--- src/rtl/regfile_pkg.sv ---
// Shared widths and the read-port result bundle
// for the integer register file with busy scoreboard.
package regfile_pkg;

    localparam int XLEN       = 32;
    localparam int NUM_REGS   = 32;
    localparam int REG_ADDR_W = 5;

    localparam logic [REG_ADDR_W-1:0] ZERO_REG = '0;

    typedef struct packed {
        logic [XLEN-1:0] data;
        logic            busy;
    } regfile_read_t;

endpackage

--- src/rtl/scoreboard_bits.sv ---
// Per-register busy bits: flush beats reserve, and a reserve
// beats a write-back clear to the same index.
module scoreboard_bits
    import regfile_pkg::*;
(
    input  logic                  clk,
    input  logic                  reset,
    input  logic                  flush,
    input  logic                  write_enable,
    input  logic [REG_ADDR_W-1:0] write_reg,
    input  logic                  reserve_en,
    input  logic [REG_ADDR_W-1:0] reserve_reg,
    output logic [NUM_REGS-1:0]   busy,
    output logic                  busy_any
);

    logic [NUM_REGS-1:0] busy_next;

    always_comb begin
        busy_next = busy;
        if (flush) begin
            busy_next = '0;
        end else begin
            if (write_enable && write_reg != ZERO_REG)
                busy_next[write_reg] = 1'b0;
            // the newer instruction owns the register
            if (reserve_en && reserve_reg != ZERO_REG)
                busy_next[reserve_reg] = 1'b1;
        end
    end

    always_ff @(posedge clk or negedge reset) begin
        if (!reset)
            busy <= '0;
        else
            busy <= busy_next;
    end

    assign busy_any = |busy;

endmodule

--- src/rtl/register_file_scoreboard.sv ---
// Two-read, one-write register file with same-cycle write bypass
// and a busy scoreboard shared between decode and write-back.
module register_file_scoreboard
    import regfile_pkg::*;
(
    input  logic                  clk,
    input  logic                  reset,
    input  logic [REG_ADDR_W-1:0] rs1_addr,
    input  logic [REG_ADDR_W-1:0] rs2_addr,
    output logic [XLEN-1:0]       rs1_data,
    output logic [XLEN-1:0]       rs2_data,
    output logic                  rs1_busy,
    output logic                  rs2_busy,
    input  logic                  reserve_en,
    input  logic [REG_ADDR_W-1:0] reserve_reg,
    input  logic                  write_enable,
    input  logic [REG_ADDR_W-1:0] write_reg,
    input  logic [XLEN-1:0]       write_data,
    input  logic                  flush,
    output logic                  write_ack,
    output logic                  busy_any
);

    logic [XLEN-1:0]     regs [NUM_REGS];
    logic [NUM_REGS-1:0] busy;
    regfile_read_t       rd1;
    regfile_read_t       rd2;

    scoreboard_bits u_scoreboard (
        .clk          (clk),
        .reset        (reset),
        .flush        (flush),
        .write_enable (write_enable),
        .write_reg    (write_reg),
        .reserve_en   (reserve_en),
        .reserve_reg  (reserve_reg),
        .busy         (busy),
        .busy_any     (busy_any)
    );

    always_ff @(posedge clk or negedge reset) begin
        if (!reset) begin
            for (int i = 0; i < NUM_REGS; i++)
                regs[i] <= '0;
            write_ack <= 1'b0;
        end else begin
            write_ack <= write_enable;
            if (write_enable && write_reg != ZERO_REG)
                regs[write_reg] <= write_data;
        end
    end

    // Held reset must not leak the bypassed write value.
    function automatic regfile_read_t read_port(
        input logic                  live,
        input logic                  we,
        input logic [REG_ADDR_W-1:0] wreg,
        input logic [XLEN-1:0]       wdata,
        input logic [REG_ADDR_W-1:0] addr,
        input logic [XLEN-1:0]       stored,
        input logic                  busy_bit
    );
        regfile_read_t r;
        r.data = '0;
        r.busy = 1'b0;
        if (live && addr != ZERO_REG) begin
            if (we && wreg == addr) begin
                r.data = wdata;
            end else begin
                r.data = stored;
                r.busy = busy_bit;
            end
        end
        return r;
    endfunction

    assign rd1 = read_port(reset, write_enable, write_reg, write_data,
                           rs1_addr, regs[rs1_addr], busy[rs1_addr]);
    assign rd2 = read_port(reset, write_enable, write_reg, write_data,
                           rs2_addr, regs[rs2_addr], busy[rs2_addr]);

    assign rs1_data = rd1.data;
    assign rs1_busy = rd1.busy;
    assign rs2_data = rd2.data;
    assign rs2_busy = rd2.busy;

endmodule
--- config.mk ---
export PLATFORM = sky130hd
export DESIGN_NAME = register_file_scoreboard
export DESIGN_NICKNAME = d
export VERILOG_FILES = /design/src/rtl/regfile_pkg.sv /design/src/rtl/scoreboard_bits.sv /design/src/rtl/register_file_scoreboard.sv
export SDC_FILE = /design/constraint.sdc
export NUM_CORES = 2
export LEC_CHECK = 0
export ABC_AREA = 1
export CAP_MARGIN = 20
export CELL_PAD_IN_SITES_DETAIL_PLACEMENT = 2
export CELL_PAD_IN_SITES_GLOBAL_PLACEMENT = 2
export CORE_MARGIN = 2
export CORE_UTILIZATION = 33
export CTS_CLUSTER_DIAMETER = 200
export DETAILED_ROUTE_END_ITERATION = 6
export PLACE_DENSITY_LB_ADDON = 0.1
export REMOVE_ABC_BUFFERS = 1
export SKIP_LAST_GASP = 1
export SYNTH_ARGS = -nofsm -noshare
export SYNTH_HDL_FRONTEND = slang
export SYNTH_SLANG_ARGS = --single-unit
--- constraint.sdc ---
create_clock -name clk -period 2.9 [get_ports clk]
set_clock_uncertainty 0.2 [all_clocks]
set_input_delay 0.87 -clock clk [delete_from_list [all_inputs] [get_ports clk]]
set_output_delay 0.87 -clock clk [all_outputs]
set_load 0.05 [all_outputs]
==> results.sh <==
export IMPL_synthDistinctLibCells=32
export IMPL_crit_start="rs1_addr[2]"
export IMPL_rows=155
export IMPL_synthTopCellsByArea="dfrtp_1 (45%), nand2_1 (18%), o21ai_0 (10%)"
export IMPL_hold_slack_ps=55.4
export IMPL_cts_buffers=139
export IMPL_power_switching_uw=16900
export IMPL_r2r_start="regs[411]"
export IMPL_crit_end="rs1_data[31]"
export IMPL_yosysMostFrequentCell="nand2_1"
export IMPL_cts_tree="yes"
export IMPL_drtIter0Drc=5792
export IMPL_setup_worst_path_start_class="primary input"
export IMPL_final_util_pct=44.8
export IMPL_grt_max_degree=161
export IMPL_drcViolationCount=0
export IMPL_grt_antenna_before_repair=11
export IMPL_p_seq_share_pct=40.0
export IMPL_grt_busiest_layer="met2"
export IMPL_start_util_pct=33.1
export IMPL_outcome="complete, but fails checks"
export IMPL_syn_area_mm2=0.0589
export IMPL_tightest_slew_ps=1550
export IMPL_r2r_slack_ps=1810
export IMPL_fp_dieH_um=426
export IMPL_ys_flop_type="dfrtp_1"
export IMPL_cts_max_path_buffers=3
export IMPL_fin_area_mm2=0.0797
export IMPL_power_frac_clock_pct=36.4
export IMPL_required_ps=1830
export IMPL_hold_class="primary input to async pin"
export IMPL_setup_violations_final=67
export IMPL_cap_violations=0
export IMPL_port_buffers=124
export IMPL_fmax_mhz=261
export IMPL_clock_sinks=1057
export IMPL_gp_congestion=0.856
export IMPL_pin_count=125
export IMPL_rr_endpoint="regs[411]"
export IMPL_crit_type="primary input to output port"
export IMPL_rsz0062_at_grt="true"
export IMPL_fin_nets=8773
export IMPL_ys_seq_area_share_pct=44.9
export IMPL_switching_share_pct=34.4
export IMPL_placed_cells=10718
export IMPL_period_minus_slack_ps=3830
export IMPL_violations="slew limit, setup timing"
export IMPL_grt_pass1_vias=70390
export IMPL_clk_pin_slew_worst_paths_ps=50
export IMPL_drive_above_1_share_pct=19.4
export IMPL_dp_hpwl_mm=207
export IMPL_finalWirelength_mm=348
export IMPL_clk_latency_ps=790
export IMPL_synth_top_area_cell="dfrtp_1"
export IMPL_ys_warn_count=0
export IMPL_power_uw=49200
export IMPL_synth_top_area_share_pct=44.9
export IMPL_relSlewSlack_pct=-3.08
export IMPL_core_area_mm2=0.178
export IMPL_pwr_share_comb_pct=23.6
export IMPL_gr_usage_met3_pct=5.66
export IMPL_leakage_uw=0.0361
export IMPL_final_cells=11177
export IMPL_root_buffer="clkbuf_16"
export IMPL_r2r_worst_path_cells=2
export IMPL_hold_viol=0
export IMPL_track_usage_pct=36.4
export IMPL_synth_common_cells="nand2_1 (2792), o21ai_0 (1230), dfrtp_1 (1057), nand3_1 (779), a21oi_1 (677)"
export IMPL_placed_area_mm2=0.0684
export IMPL_crit_path_max_fanout=6
export IMPL_use_met1_pct=48.0
export IMPL_ir_drop_uv=528
export IMPL_htreeDepth=4
export IMPL_synth_edf_count=0
export IMPL_fp_dieArea_mm2=0.182
export IMPL_synthArstFlopShare_pct=100
export IMPL_internal_power_uw=32300
export IMPL_nFillCells=19569
export IMPL_overflow=0
export IMPL_viasPerCell=5.92
export IMPL_syn_avg_cell_area_um2=7.06
export IMPL_fin_crit_sh_pct=132
export IMPL_met2_usage_pct=58.6
export IMPL_synthCells=8338
export IMPL_wl_per_cell_um=31.2
export IMPL_arrival_ps=2760
export IMPL_grt_pass1_wl_mm=490
export IMPL_vias=66134
export IMPL_final_antenna_net_count=0
export IMPL_power_density_mw_per_mm2=618
export IMPL_die_w_um=426
export IMPL_slew_violations=69
export IMPL_end_kind="output port"
export IMPL_dr_pass1_iters=6
export IMPL_fin_ws_ps=-931
export IMPL_ys_ff_latch=1057
export IMPL_syn_to_final_growth_pct=35.4
-- power by group through the flow --
stage	clock, uW	combinational [uW]	sequential (uW)
4_1_cts	18000	10800	19500
2_1_floorplan	0	5260	19000
3_3_place_gp	0	9320	19500
3_5_place_dp	0	9830	19600
6_report	17900	11600	19700
5_1_grt	18600	12700	19900
-- state kept, by name, summed over array words and instances, names as in the netlist --
name / flops
write_ack: 1
regs: 1024
u_scoreboard.busy: 32
-- worst max-delay path, stage by stage --
cell and delay (ps):
clkbuf_16 160, nor2_4 210, buf_6 150, clkinvlp_4 190
buf_4 200, a21oi_1 120, o21ai_1 110, nand3b_1 130
nand3_2 160, nand3_4 150, nand2_8 80, buf_12 160
-- logic make-up after synthesis --
kind of cell | synth area share [%]
buffers and inverters | 8.13
DFF | 44.9
and+or+nand+nor | 27.2
AOI/OAI and AO/OA | 19.7
xor gates and xnor gates | 0.0149
-- metrics by stage --
step / setup WS, ps / TNS, ps
3_3_place_gp: -1600 / -213760
3_5_place_dp: -1630 / -286300
6_report: -931 / -55160
5_1_grt: -952 / -56350
4_1_cts: -829 / -51720
2_1_floorplan: -5130 / -331280
-- layer usage --
metal | up-vias | routed length, um | share of wire [%]
met4 | 6 | 19900 | 5.7
met2 | 2346 | 160000 | 46
li1 | 28276 | - | -
met1 | 34688 | 146000 | 42
met3 | 818 | 22200 | 6.4
met5 | - | 42 | 0.012
-- worst min path at each step --
stage	slack, ps	to	cells after the start
3_5_place_dp	190	regs[1016]	0
4_1_cts	30	regs[704]	2
2_1_floorplan	170	regs[1000]	0
5_1_grt	50	regs[224]	2
3_3_place_gp	190	regs[1019]	0
6_report	60	regs[704]	2
-- cells in the final DEF (no fill, tap or decap), types with 10 or more instances in the layout --
cell             count
a21oi_1            572
a21oi_2             84
a21oi_4             21
buf_12             309
buf_16              66
buf_4              440
buf_6               76
buf_8               27
bufbuf_16           11
clkbuf_1            29
clkbuf_16          174
clkbuf_8            41
clkdlybuf4s50_1     39
clkinv_2            16
dfrtp_1           1057
inv_1              354
inv_2               14
nand2_1           2655
nand2_2             93
nand2_4             43
nand3_1            599
nand3_2            155
nand3_4             25
nand3b_1            26
nor2_1             249
nor2_2              25
nor2_4              15
o211ai_1           236
o21ai_0           1159
o21ai_1            102
o21ai_2             20
or2_2               10
-- area by class of cell --
class	instances	area, um^2	share of cell area [%]
clock buffers	218	4380	5.49
well taps	2355	2950	3.70
repair inverters	2	20.0	0.0251
inverters	383	1540	1.94
repair buffers	1002	14000	17.6
clock inverters	25	214	0.268
multi-input cells	6131	30100	37.8
flip-flops and latches	1057	26500	33.2
diodes	4	10.0	0.0126
-- what timing repair did --
action                                  4_1_cts  5_1_grt
hold buffers                                  1        0
hold endpoints to repair                      9        0
buffers inserted                             95       64
resized for setup                           528      370
gates cloned                                 48       25
pin swaps                                   202      185
endpoints found under the setup margin       68       67
Note: power is estimated with default switching activity, not from simulation.
